`src/rtl/otter_immed_pkg.sv`:
```
// Shared opcode constants and immediate-format tags for the OTTER immediate pipe.
package otter_immed_pkg;

  localparam logic [6:0] OP_LUI    = 7'b0110111;
  localparam logic [6:0] OP_AUIPC  = 7'b0010111;
  localparam logic [6:0] OP_JAL    = 7'b1101111;
  localparam logic [6:0] OP_JALR   = 7'b1100111;
  localparam logic [6:0] OP_BRANCH = 7'b1100011;
  localparam logic [6:0] OP_LOAD   = 7'b0000011;
  localparam logic [6:0] OP_STORE  = 7'b0100011;
  localparam logic [6:0] OP_IMM    = 7'b0010011;
  localparam logic [6:0] OP_IMM32  = 7'b0011011;
  localparam logic [6:0] OP_REG    = 7'b0110011;
  localparam logic [6:0] OP_REG32  = 7'b0111011;
  localparam logic [6:0] OP_SYSTEM = 7'b1110011;

  typedef enum logic [2:0] {
    IMM_R  = 3'd0,
    IMM_I  = 3'd1,
    IMM_S  = 3'd2,
    IMM_B  = 3'd3,
    IMM_U  = 3'd4,
    IMM_J  = 3'd5,
    IMM_SH = 3'd6
  } imm_type_t;

endpackage

```
`src/rtl/otter_immed_decode.sv`:
```
// Combinational decode of one instruction word into its immediate, format tag,
// PC-relative target and illegal flag.
module otter_immed_decode
  import otter_immed_pkg::*;
#(
  parameter int unsigned XLEN = 32
) (
  input  logic [31:0]     ir_i,
  input  logic [XLEN-1:0] pc_i,
  output logic [XLEN-1:0] imm_o,
  output imm_type_t       type_o,
  output logic [XLEN-1:0] target_o,
  output logic            illegal_o
);

  logic [XLEN-1:0] u_imm, j_imm, i_imm, s_imm, b_imm, sh_imm, sh32_imm;
  logic            is_shift;
  logic            pc_rel;

  // Signed size casts do the sign extension to XLEN.
  assign u_imm    = XLEN'($signed({ir_i[31:12], 12'b0}));
  assign j_imm    = XLEN'($signed({ir_i[31], ir_i[19:12], ir_i[20], ir_i[30:21], 1'b0}));
  assign i_imm    = XLEN'($signed(ir_i[31:20]));
  assign s_imm    = XLEN'($signed({ir_i[31:25], ir_i[11:7]}));
  assign b_imm    = XLEN'($signed({ir_i[31], ir_i[7], ir_i[30:25], ir_i[11:8], 1'b0}));
  assign sh_imm   = (XLEN == 64) ? XLEN'(ir_i[25:20]) : XLEN'(ir_i[24:20]);
  assign sh32_imm = XLEN'(ir_i[24:20]);
  assign is_shift = (ir_i[14:12] == 3'b001) || (ir_i[14:12] == 3'b101);

  always_comb begin
    imm_o     = '0;
    type_o    = IMM_R;
    illegal_o = 1'b0;
    pc_rel    = 1'b0;
    if (ir_i[1:0] != 2'b11) begin
      illegal_o = 1'b1;
    end else begin
      case (ir_i[6:0])
        OP_LUI:   begin type_o = IMM_U; imm_o = u_imm; end
        OP_AUIPC: begin type_o = IMM_U; imm_o = u_imm; pc_rel = 1'b1; end
        OP_JAL:   begin type_o = IMM_J; imm_o = j_imm; pc_rel = 1'b1; end
        OP_JALR, OP_LOAD, OP_SYSTEM: begin type_o = IMM_I; imm_o = i_imm; end
        OP_IMM: begin
          if (is_shift) begin type_o = IMM_SH; imm_o = sh_imm; end
          else          begin type_o = IMM_I;  imm_o = i_imm;  end
        end
        OP_IMM32: begin
          if (XLEN != 64)    illegal_o = 1'b1;
          else if (is_shift) begin type_o = IMM_SH; imm_o = sh32_imm; end
          else               begin type_o = IMM_I;  imm_o = i_imm;    end
        end
        OP_STORE:  begin type_o = IMM_S; imm_o = s_imm; end
        OP_BRANCH: begin type_o = IMM_B; imm_o = b_imm; pc_rel = 1'b1; end
        OP_REG:    type_o = IMM_R;
        OP_REG32:  illegal_o = (XLEN != 64);
        default:   illegal_o = 1'b1;
      endcase
    end
  end

  assign target_o = pc_rel ? (pc_i + imm_o) : '0;

endmodule

```
`src/rtl/otter_immed_gen_pipe.sv`:
```
// Registered immediate generator stage between fetch and decode, with an
// optional two-entry skid buffer on the valid/ready handshake.
module otter_immed_gen_pipe
  import otter_immed_pkg::*;
#(
  parameter int unsigned XLEN = 32,
  parameter bit          SKID = 1'b1
) (
  input  logic            CLK,
  input  logic            RST_N,
  input  logic            FLUSH,
  input  logic            IN_VALID,
  output logic            IN_READY,
  input  logic [31:0]     IN_IR,
  input  logic [XLEN-1:0] IN_PC,
  output logic            OUT_VALID,
  input  logic            OUT_READY,
  output logic [XLEN-1:0] OUT_IMM,
  output imm_type_t       OUT_TYPE,
  output logic [XLEN-1:0] OUT_TARGET,
  output logic [31:0]     OUT_IR,
  output logic [XLEN-1:0] OUT_PC,
  output logic            OUT_ILLEGAL
);

  typedef struct packed {
    logic [XLEN-1:0] imm;
    imm_type_t       typ;
    logic [XLEN-1:0] tgt;
    logic [31:0]     ir;
    logic [XLEN-1:0] pc;
    logic            ill;
  } entry_t;

  localparam logic [1:0] ST_EMPTY = 2'd0;
  localparam logic [1:0] ST_ONE   = 2'd1;
  localparam logic [1:0] ST_FULL  = 2'd2;

  logic [1:0]      state_q, state_d;
  logic            rdy_q;
  entry_t          out_q, skid_q, dec;
  logic            in_fire, out_fire;
  logic            ld_out_in, ld_out_skid, ld_skid;
  logic [XLEN-1:0] d_imm, d_tgt;
  imm_type_t       d_type;
  logic            d_ill;

  otter_immed_decode #(.XLEN(XLEN)) u_decode (
    .ir_i      (IN_IR),
    .pc_i      (IN_PC),
    .imm_o     (d_imm),
    .type_o    (d_type),
    .target_o  (d_tgt),
    .illegal_o (d_ill)
  );

  assign dec = '{imm: d_imm, typ: d_type, tgt: d_tgt, ir: IN_IR, pc: IN_PC, ill: d_ill};

  // rdy_q is held low through reset; without a skid it only gates the combinational ready.
  assign IN_READY  = SKID ? rdy_q : (rdy_q & (~OUT_VALID | OUT_READY));
  assign OUT_VALID = (state_q != ST_EMPTY);
  assign in_fire   = IN_VALID & IN_READY;
  assign out_fire  = OUT_VALID & OUT_READY;

  always_comb begin
    state_d     = state_q;
    ld_out_in   = 1'b0;
    ld_out_skid = 1'b0;
    ld_skid     = 1'b0;
    if (FLUSH) begin
      state_d = ST_EMPTY;
    end else begin
      case (state_q)
        ST_EMPTY: if (in_fire) begin ld_out_in = 1'b1; state_d = ST_ONE; end
        ST_ONE: begin
          if (in_fire && out_fire) begin
            ld_out_in = 1'b1;
          end else if (in_fire) begin
            if (SKID) begin ld_skid = 1'b1; state_d = ST_FULL; end
            else    ld_out_in = 1'b1;
          end else if (out_fire) begin
            state_d = ST_EMPTY;
          end
        end
        ST_FULL: if (out_fire) begin ld_out_skid = 1'b1; state_d = ST_ONE; end
        default: state_d = ST_EMPTY;
      endcase
    end
  end

  always_ff @(posedge CLK or negedge RST_N) begin
    if (!RST_N) begin
      state_q <= ST_EMPTY;
      rdy_q   <= 1'b0;
      out_q   <= '0;
      skid_q  <= '0;
    end else begin
      state_q <= state_d;
      rdy_q   <= SKID ? (state_d != ST_FULL) : 1'b1;
      if (ld_out_in)        out_q <= dec;
      else if (ld_out_skid) out_q <= skid_q;
      if (ld_skid)          skid_q <= dec;
    end
  end

  assign OUT_IMM     = out_q.imm;
  assign OUT_TYPE    = out_q.typ;
  assign OUT_TARGET  = out_q.tgt;
  assign OUT_IR      = out_q.ir;
  assign OUT_PC      = out_q.pc;
  assign OUT_ILLEGAL = out_q.ill;

endmodule

```
`config.mk`:
```
export PLATFORM = sky130hd
export DESIGN_NAME = otter_immed_gen_pipe
export DESIGN_NICKNAME = d
export VERILOG_FILES = /design/src/rtl/otter_immed_pkg.sv /design/src/rtl/otter_immed_decode.sv /design/src/rtl/otter_immed_gen_pipe.sv
export SDC_FILE = /design/constraint.sdc
export NUM_CORES = 1
export LEC_CHECK = 0
export ABC_AREA = 1
export BUFFER_PORTS_ARGS = -buffer_cell sky130_fd_sc_hd__buf_2
export CAP_MARGIN = 15
export CORE_MARGIN = 5
export CORE_UTILIZATION = 25
export CTS_BUF_LIST = sky130_fd_sc_hd__clkbuf_4 sky130_fd_sc_hd__clkbuf_8 sky130_fd_sc_hd__clkbuf_16
export DETAILED_ROUTE_END_ITERATION = 10
export MAX_ROUTING_LAYER = met4
export PLACE_DENSITY = 0.49
export SYNTH_ARGS = -nofsm -noshare
export SYNTH_HDL_FRONTEND = slang
export SYNTH_SLANG_ARGS = --single-unit
```
`constraint.sdc`:
```
create_clock -name CLK -period 1.5 [get_ports CLK]
set_input_delay 0.225 -clock CLK [delete_from_list [all_inputs] [get_ports CLK]]
set_output_delay 0.225 -clock CLK [all_outputs]
set_load 0.1 [all_outputs]
```
After elaboration in Yosys (flattened, before gate mapping)
Index checks and enable logic that the tools add are counted.
{ "word_totals": {"ff_bits": 267, "latch_bits": 0, "mem_bits_rw": 0, "mem_bits_ro": 0, "inputBits": 69, "memories": 0} }
{ "classes": {"add_sub_neg": 1, "mul": 0, "div": 0, "order_cmp": 0, "n_eq_ne": 16, "shift": 0, "muxes": 30, "bitwise_logic": 2, "reduce_logical": 9} }
{ "op_table": {"columns": ["operator", "count"], "rows": [
  ["2-to-1 mux 132 bit", 2],
  ["case mux 32 bit (6 select lines)", 1],
  ["2-to-1 mux 32 bit", 3],
  ["adder 32 bit", 1],
  ["equality test 7 bit (second input constant)", 4],
  ["equality test 7 x 6 -> 1 bit (second input constant)", 3],
  ["case mux 3 bit (6 select lines)", 1],
  ["equality test 7 x 5 -> 1 bit (second input constant)", 2],
  ["2-to-1 mux 1 bit", 13],
  ["2-to-1 mux 2 bit", 6],
  ["OR reduction 10 bit", 1],
  ["equality test 7 x 2 -> 1 bit (second input constant)", 1],
  ["2-to-1 mux 3 bit", 2],
  ["case mux 2 bit (3 select lines)", 1],
  ["OR reduction 3 bit", 2],
  ["!= test 2 bit (second input constant)", 2],
  ["nonzero test 2 bit", 2],
  ["equality test 3 x 1 -> 1 bit (second input constant)", 1],
  ["equality test 3 bit (second input constant)", 1],
  ["AND 1 bit", 2],
  ["equality test 2 x 1 -> 1 bit (second input constant)", 1],
  ["equality test 2 bit (second input constant)", 1],
  ["zero test 2 bit", 1],
  ["case mux 1 bit (2 select lines)", 1],
  ["other kinds (3)", 3]
]} }

Depth between registers and ports, before layout
Gate-level depths: netlist of run 1.
{ "logic_depth": {"ltp_word": 8, "mapped_depth": 25, "ltp_nobuf": 24} }

Hierarchy
Synthesis of run 1 repeated with hierarchy kept, for this count alone.
{ "unflattened": {"cells_unflattened": 1891, "hier_area_um2": 14237.4} }
{ "modules_own_cells": {"columns": ["module", "n_inst", "cells_each", "area_each_um2", "seq_area_each_um2"], "rows": [
  ["otter_immed_gen_pipe", 1, 1334, 11448.5, 6681.4],
  ["otter_immed_decode", 1, 557, 2788.9, 0.0]
]} }

Worst setup path before layout of run 1
Ideal clock, no wire load.
{ "synth_path": {"path_type": "input port to flip-flop", "from": "in IN_IR[6]", "to": "reg skid_q[84] (netlist name)", "arrival_ns": 2.412, "required_ns": 1.365, "setup_slack_ns": -1.047, "stages": 17, "path_cell_list": "inv_1 -> o21ai_0 -> nand3_1 -> nand3_1 -> inv_1 -> nand2_1 -> nand2_4 -> o21ai_2 -> ha_1 -> nand2_1 -> nor2_1 -> inv_1 -> nor3_1 -> a21oi_1 -> or2_2 -> nand3_1 -> o21ai_0"} }
{ "synth_via": {"elab_chain_len": 6, "elab_cells_between_ends": 18} }
{ "synth_rtl": {"columns": ["element", "line", "source"], "rows": [
  ["start, declared", "otter_immed_gen_pipe.sv:14", "input logic [31:0] IN_IR,"],
  ["equality test 7 bit, or another cell as far along", "otter_immed_decode.sv:38", "case (ir_i[6:0])"],
  ["OR reduction 3 bit / OR reduction 2 bit (equally long branches)", null, null],
  ["case mux 32 bit (6 select lines) *", "otter_immed_decode.sv:38", null],
  ["2-to-1 mux 32 bit *", "otter_immed_decode.sv:35", "if (ir_i[1:0] != 2'b11) begin"],
  ["named net d_imm[12]", "otter_immed_gen_pipe.sv:44", "logic [XLEN-1:0] d_imm, d_tgt;"],
  ["adder 32 bit *", "otter_immed_decode.sv:61", "assign target_o = pc_rel ? (pc_i + imm_o) : '0;"],
  ["2-to-1 mux 32 bit *", "otter_immed_decode.sv:61", null],
  ["end signal, assigned", "otter_immed_gen_pipe.sv:96", "skid_q <= '0;"],
  ["end signal, assigned", "otter_immed_gen_pipe.sv:102", "if (ld_skid) skid_q <= dec;"],
  ["end, declared", "otter_immed_gen_pipe.sv:41", "entry_t out_q, skid_q, dec;"]
]} }
The timed path passes the listed nets; every way through them passes the cells marked *.
A chain may end at the register's enable or synchronous reset.

Worst setup path after layout of run 1
{ "layout_path": {"from": "in IN_IR[3]", "to": "reg out_q (netlist bit OUT_TARGET[17])"} }
{ "layout_via": {"elab_chain_len": 7, "elab_cells_between_ends": 19} }
{ "layout_rtl": {"columns": ["element", "line", "source"], "rows": [
  ["equality test 7 bit, or another cell as far along", "otter_immed_decode.sv:38", null],
  ["OR reduction 3 bit / OR reduction 2 bit (equally long branches)", null, null],
  ["case mux 32 bit (6 select lines) *", "otter_immed_decode.sv:38", null],
  ["2-to-1 mux 32 bit *", "otter_immed_decode.sv:35", null],
  ["named net d_imm[2]", "otter_immed_gen_pipe.sv:44", null],
  ["adder 32 bit *", "otter_immed_decode.sv:61", null],
  ["2-to-1 mux 32 bit *", "otter_immed_decode.sv:61", null],
  ["2-to-1 mux 132 bit *", "otter_immed_gen_pipe.sv:100", "if (ld_out_in) out_q <= dec;"],
  ["end signal, assigned", "otter_immed_gen_pipe.sv:101", "else if (ld_out_skid) out_q <= skid_q;"],
  ["end, declared", "otter_immed_gen_pipe.sv:41", null]
]} }
Marked as above.

==> results of run 1 <==
==> where the power goes <==
| group | internal, W | leakage, nW | switching, W |
|---|---|---|---|
| clock network | 0.00518 | 0.578 | 0.00341 |
| registers | 0.00837 | 3.44 | 0.000801 |
| logic | 0.00291 | 7.19 | 0.00646 |
==> what timing repair did <==
| item | in CTS | in global routing |
|---|---|---|
| cloned | 39 | 3 |
| hold endpoints to repair | 323 | 1 |
| buffers inserted | 64 | 21 |
| pin swaps | 92 | 67 |
| resized for setup | 704 | 130 |
| endpoints found under the setup margin | 285 | 297 |
==> sequential cells by signal, summed over array words and instances, names as in the netlist <==
register / count
OUT_TYPE: 3
OUT_TARGET: 32
OUT_IR: 32
OUT_ILLEGAL: 1
OUT_PC: 32
state_q: 2
IN_READY: 1
skid_q: 132
OUT_IMM: 32
==> worst paths after layout <==
check / slack, ns / end / cells after the start / startpoint
min in group asynchronous: 0.10 / OUT_TARGET[2] / 2 / RST_N
max: -0.80 / OUT_TARGET[17] / 21 / IN_IR[3]
max reg2reg: -0.29 / OUT_TARGET[22] / 11 / state_q[1]
max in group asynchronous: 0.73 / OUT_PC[27] / 3 / RST_N
min reg2reg: 0.48 / skid_q[5] / 2 / skid_q[5]
min: -0.04 / skid_q[36] / 3 / IN_IR[3]
==> worst max-delay path, cell delays in order <==
cell      delay (ns)
buf_6           0.10
inv_4           0.06
nand2_4         0.05
nor2_4          0.23
buf_6           0.13
nand2_2         0.05
nand3_2         0.10
nor2_4          0.05
buf_12          0.13
o22ai_4         0.20
ha_4            0.26
a21oi_2         0.16
nand2_2         0.10
nand2_2         0.08
nand2_2         0.09
nand2_1         0.08
nand2_2         0.10
a21oi_2         0.17
or2_4           0.14
nand3_4         0.08
o21bai_1        0.16
==> cell type report <==
cell class	instances	area, um^2
fill	5031	29620
multi-input combinational	1236	8760
sequential	267	6685
timing repair buffer	580	6131
clock buffer	48	993.5
tap	696	870.8
inverter	156	636.9
clock inverter	11	160.2
timing repair inverter	3	48.80
antenna	6	15.01
==> cells in the final DEF (no fill, tap or decap), types with 46 or more instances in the layout <==
cell type / Yosys / routed
nand2_2: 3 / 71
nor2_4: 1 / 46
buf_6: 1 / 52
o21ai_0: 180 / 93
dfrtp_1: 267 / 266
buf_2: 18 / 60
buf_12: 0 / 60
nor2_2: 2 / 47
o21ai_1: 13 / 58
buf_4: 6 / 315
nand2_1: 574 / 468
inv_1: 149 / 133
==> kinds of logic after synthesis <==
| group | synth area share, % |
|---|---|
| buffers and inverters | 7.026 |
| XOR/XNOR | 0.2572 |
| AND/OR/NAND/NOR | 23.67 |
| flip-flops | 49.04 |
| AO/OA/AOI/OAI | 17.01 |
| adder cells (fa/ha/maj) | 2.994 |
==> through the flow <==
step | util, % | setup TNS [ns] | power, W
2_1_floorplan | - | -71.27 | 0.01432
6_report | 45.07 | -64.41 | 0.02714
4_1_cts | 43.93 | -52.82 | 0.02712
3_5_place_dp | 33.45 | -103.85 | 0.01652
3_3_place_gp | 33.45 | -99.55 | 0.01645
5_1_grt | 45.06 | -86.97 | 0.02822
==> layer usage <==
| layer | up-vias | track usage, % | share of wire, % |
|---|---|---|---|
| met4 | 0 | 7.794 | 4.1 |
| met3 | 129 | 4.548 | 5.2 |
| met5 | - | - | 0 |
| met2 | 398 | 34.84 | 47 |
| li1 | 6831 | - | - |
| met1 | 7300 | 28.42 | 44 |
==> impl_metrics.py, run 1 <==
metrics = {
    "yosys": {
        "async_flop_share_pct": 100.0,
        "synth_area_per_cell_um2": 7.820,
        "ys_ff_latch": 267,
        "ys_seq_area_share_pct": 49.04,
        "synth_top_area_share_pct": 49.04,
        "synth_edf_count": 0,
        "yosysWarnings": 0,
        "synth_ff_type": "dfrtp_1",
        "yosysMostFrequentCell": "nand2_1",
        "postSynthCellCount": 1742,
        "synth_common_cells": "574 x nand2_1, 267 x dfrtp_1, 180 x o21ai_0, 149 x inv_1, 129 x nor2_1",
        "netlist_area_um2": 13620,
        "ys_types": 43,
        "syn_nets": 1843,
        "synth_top_area_cell": "dfrtp_1",
        "synth.area.top_cells": "dfrtp_1 49%, nand2_1 16%, o21ai_0 6.6%, inv_1 4.1%, a21oi_1 3.9%",
    },
    "timing": {
        "period_minus_slack_ns": 2.296,
        "fmax_mhz": 435.5,
        "finalMaxSlewViolations": 0,
        "skew_ns": 0.02370,
        "slew_headroom_pct": 71.09,
        "hold_viol": 1,
        "setup_slack_ns": -0.7965,
        "tightest_slew_ns": 0.4331,
        "whs_ns": -0.04203,
        "rsz0062_at_grt": "yes",
        "setup_viol": 266,
        "min_period_over_period_pct": 153.1,
    },
    "clock_network": {
        "cts_hold_buf": 42,
        "path_clk_slew_ns": 0.06,
        "cts_buffers": 34,
        "h-tree-depth": 2,
        "clock_sinks": 267,
        "cts_tree": "built",
        "root_buffer": "clkbuf_16",
        "cts_buffer_depth": 3,
        "clk_latency_ns": 0.55,
    },
    "critical_path": {
        "cp.required_ns": 1.95,
        "crit_fanout": 6,
        "critPathCaptureType": "flip-flop",
        "worstSetupPathType": "in -> reg",
        "start_kind": "primary input",
        "critical_path_arrival_ns": 2.75,
    },
    "run_status": {
        "status": "finished, violations left",
        "violations": "hold timing, setup timing",
    },
    "place": {
        "place_congestion": 0.8732,
        "place_area_um2": 18040,
        "placed_cells": 2781,
        "post-dp-hpwl_mm": 41.09,
        "pre_cts_ws_ns": -1.576,
        "port_buffers": 202,
    },
    "floorplanning": {
        "die_area_um2": 59260,
        "num_rows": 85,
        "die_h_um": 243.4,
        "coreArea_um2": 53920,
        "dieWidth_um": 243.4,
        "ios": 203,
        "initial_core_util_pct": 25.27,
    },
    "layout": {
        "area_growth_pct": 78.38,
        "finalInstanceArea_um2": 24300,
        "nets": 2379,
        "final_cells": 3003,
        "drive_gt1_share_pct": 46.81,
    },
    "grt": {
        "grt_use_total_pct": 22.11,
        "grt_pass1_vias": 15014,
        "grt_max_degree": 71,
        "grt_pass1_wl_mm": 97.12,
        "overflow": 0,
        "antenna_found_initial": 4,
    },
    "detailed_routing": {
        "viasPerCell": 4.881,
        "drt_first_pass_iters": 6,
        "antenna_left": 0,
        "drc": 0,
        "vias": 14658,
        "drt_iter0_markers": 992,
        "post_drt_wl_per_cell_um": 21.89,
        "drt-total-wl_mm": 65.74,
    },
    "power": {
        "power_density_nw_per_um2": 1117,
        "power_leakage_nw": 11.21,
        "peakVddDrop_mv": 0.7234,
    },
    "job": {
        "max-cap-violations": 0,
    },
    "worst_hold_path": {
        "min_path_type": "in -> reg",
    },
}
(Power assumes the default switching activity.)
==> inputs of run 2 (changes only) <==
Settings changed: CORE_ASPECT_RATIO set to 0.6.
==> impl_metrics.py, run 2 (synthesis results as in run 1) <==
metrics = {
    "critical_path": {
        "critPathCaptureType": "flip-flop",
        "cp.required_ns": 1.98,
        "crit_path_cell_trace": "buf_8, inv_6, nand2_4, nor2_4, nand3_2, buf_6, nand3_4, nand2_2, o21ai_4, buf_12, ha_4, fa_2, nand2_4, o21ai_4, nand3_2, nand3_4, nand2_4, nand2_2, nor2_1, nand3b_1, o21bai_1",
        "critPathCapture": "OUT_TARGET[16]",
        "crit_fanout": 6,
        "timing.rr.start": "state_q[0]",
        "startpoint": "IN_IR[2]",
        "slowest_stage": "nand3b_1",
        "r2r-end": "OUT_TARGET[16]",
        "start_kind": "primary input",
        "rrSetupSlack_ns": -0.23,
        "worstSetupPathType": "in -> reg",
        "worstRegToRegCells": 10,
        "cpMostUsedCell": "nand2_4",
        "critical_path_arrival_ns": 2.99,
        "slowest_delay_ns": 0.34,
    },
    "floorplanning": {
        "dieWidth_um": 311.4,
        "initial_core_util_pct": 25.19,
        "ios": 203,
        "num_rows": 66,
        "die_h_um": 190.8,
        "coreArea_um2": 54090,
        "die_area_um2": 59410,
    },
    "timing": {
        "hold_viol": 0,
        "setup_tns_ns": -68.04,
        "finalMaxSlewViolations": 0,
        "period_minus_slack_ns": 2.513,
        "fmax_mhz": 397.9,
        "min_period_over_period_pct": 167.5,
        "rsz0062_at_grt": "yes",
        "skew_ns": 0.01070,
        "slew_headroom_pct": 61.75,
        "setup_viol": 358,
        "tightest_slew_ns": 0.5778,
        "whs_ns": 0.02340,
        "setup_slack_ns": -1.013,
    },
    "grt": {
        "grt_pass1_vias": 13811,
        "antenna_found_initial": 0,
        "overflow": 0,
        "grt_use_met1_pct": 29.65,
        "grt_use_total_pct": 20.11,
        "use_met2_pct": 28.64,
        "busiest_layer": "met1",
        "grt_max_degree": 85,
        "grt.met3_usage_pct": 4.801,
        "grt_pass1_wl_mm": 89.22,
    },
    "clock_network": {
        "cts_buffer_depth": 3,
        "h-tree-depth": 1,
        "clk_latency_ns": 0.56,
        "cts_tree": "built",
        "cts_buffers": 29,
        "path_clk_slew_ns": 0.06,
        "clock_sinks": 267,
        "root_buffer": "clkbuf_16",
    },
    "detailed_routing": {
        "viasPerCell": 4.687,
        "drt_iter0_markers": 1026,
        "post_drt_wl_per_cell_um": 19.87,
        "drt-total-wl_mm": 59.15,
        "drc": 0,
        "drt_first_pass_iters": 5,
        "vias": 13948,
        "antenna_left": 0,
    },
    "power": {
        "peakVddDrop_mv": 0.7552,
        "power_leakage_nw": 10.25,
        "power_density_nw_per_um2": 1136,
    },
    "place": {
        "placed_cells": 2820,
        "place_congestion": 0.9757,
        "port_buffers": 202,
        "post-dp-hpwl_mm": 41.58,
        "pre_cts_ws_ns": -1.838,
    },
    "worst_hold_path": {
        "min_path_type": "in -> reg",
    },
    "layout": {
        "nets": 2346,
        "largest_register_ffs": 132,
        "final-seq-area_um2": 6691,
        "fin_util_pct": 40.27,
        "drive_gt1_share_pct": 39.26,
        "final_cells": 2976,
        "n_fill_cell": 5468,
        "multi_input_area_um2": 7729,
        "final_cell_mix": "490 x nand2_1, 261 x dfrtp_1, 237 x buf_4, 162 x buf_2, 138 x inv_1",
        "largest_register": "skid_q",
        "diodes": 0,
        "final_common_cell": "nand2_1",
        "area_growth_pct": 59.90,
    },
    "run_status": {
        "violations": "setup timing",
        "status": "finished, violations left",
    },
    "job": {
        "max-cap-violations": 0,
    },
}
==> run 2: cell count changes in the layout (fill, tap and decap cells not counted), moves of 19 or more <==
cell	change
a21oi_1	+22
buf_12	-28
buf_16	-27
buf_2	+102
buf_4	-78
nand2_1	+22
nor2_1	+42
nor2_2	-21
nor2_4	-21
o21ai_2	-19
==> run 2: how the worst min path moves through the flow <==
stage             endpoint  startpoint  cells past startpoint
6_report        skid_q[24]   IN_PC[23]                      4
5_1_grt         skid_q[24]   IN_PC[23]                      4
4_1_cts          OUT_IR[2]    IN_IR[2]                      3
3_5_place_dp    OUT_IR[26]       RST_N                      2
3_3_place_gp    skid_q[59]       RST_N                      2
2_1_floorplan  OUT_ILLEGAL       RST_N                      0
==> run 2: repair_timing <==
| action | CTS | global route |
|---|---|---|
| endpoints found under the hold margin | 336 | 2 |
| pin swaps | 57 | 43 |
| cloned | 14 | 0 |
| buffers inserted | 35 | 9 |
| gates resized for setup | 329 | 123 |
| hold buffers | 49 | 2 |
| endpoints found under the setup margin | 316 | 380 |
==> run 2: cell type report <==
class / instances / area share, %
multi-input cells: 1235 / 35.48
clock buffers: 39 / 3.820
repair inverters: 3 / 0.1838
repair buffers: 553 / 22.26
flip-flops and latches: 267 / 30.72
inverters: 156 / 2.883
well taps: 714 / 4.101
clock inverters: 9 / 0.5514
==> run 2: per-layer routing <==
metal	share of wire (%)	up-vias
met5	0	-
met4	1.4	0
met2	42	353
met3	6.5	52
li1	-	6720
met1	50	6823
==> run 2: per-stage QoR <==
step                power [W]  instance area (um^2)
floorplan             0.01432                 14410
global placement      0.01639                 18000
detailed placement    0.01649                 18000
CTS                   0.02490                 21270
global route          0.02588                 21780
finish                0.02475                 21780
==> run 2: worst max-delay path: cells and delay by family <==
kind	cells	cell delay (ns)
and+or+nand+nor	12	1.39
buffers and inverters	4	0.44
adders and majority gates	2	0.39
AOI/OAI and AO/OA	3	0.54
==> run 2: power breakdown <==
| group | switching, W | total, W | leakage, nW | internal [W] |
|---|---|---|---|---|
| logic | 0.00607 | 0.00832 | 6.34 | 0.00226 |
| registers | 0.000658 | 0.00903 | 3.43 | 0.00837 |
| clock network | 0.00305 | 0.00740 | 0.482 | 0.00435 |
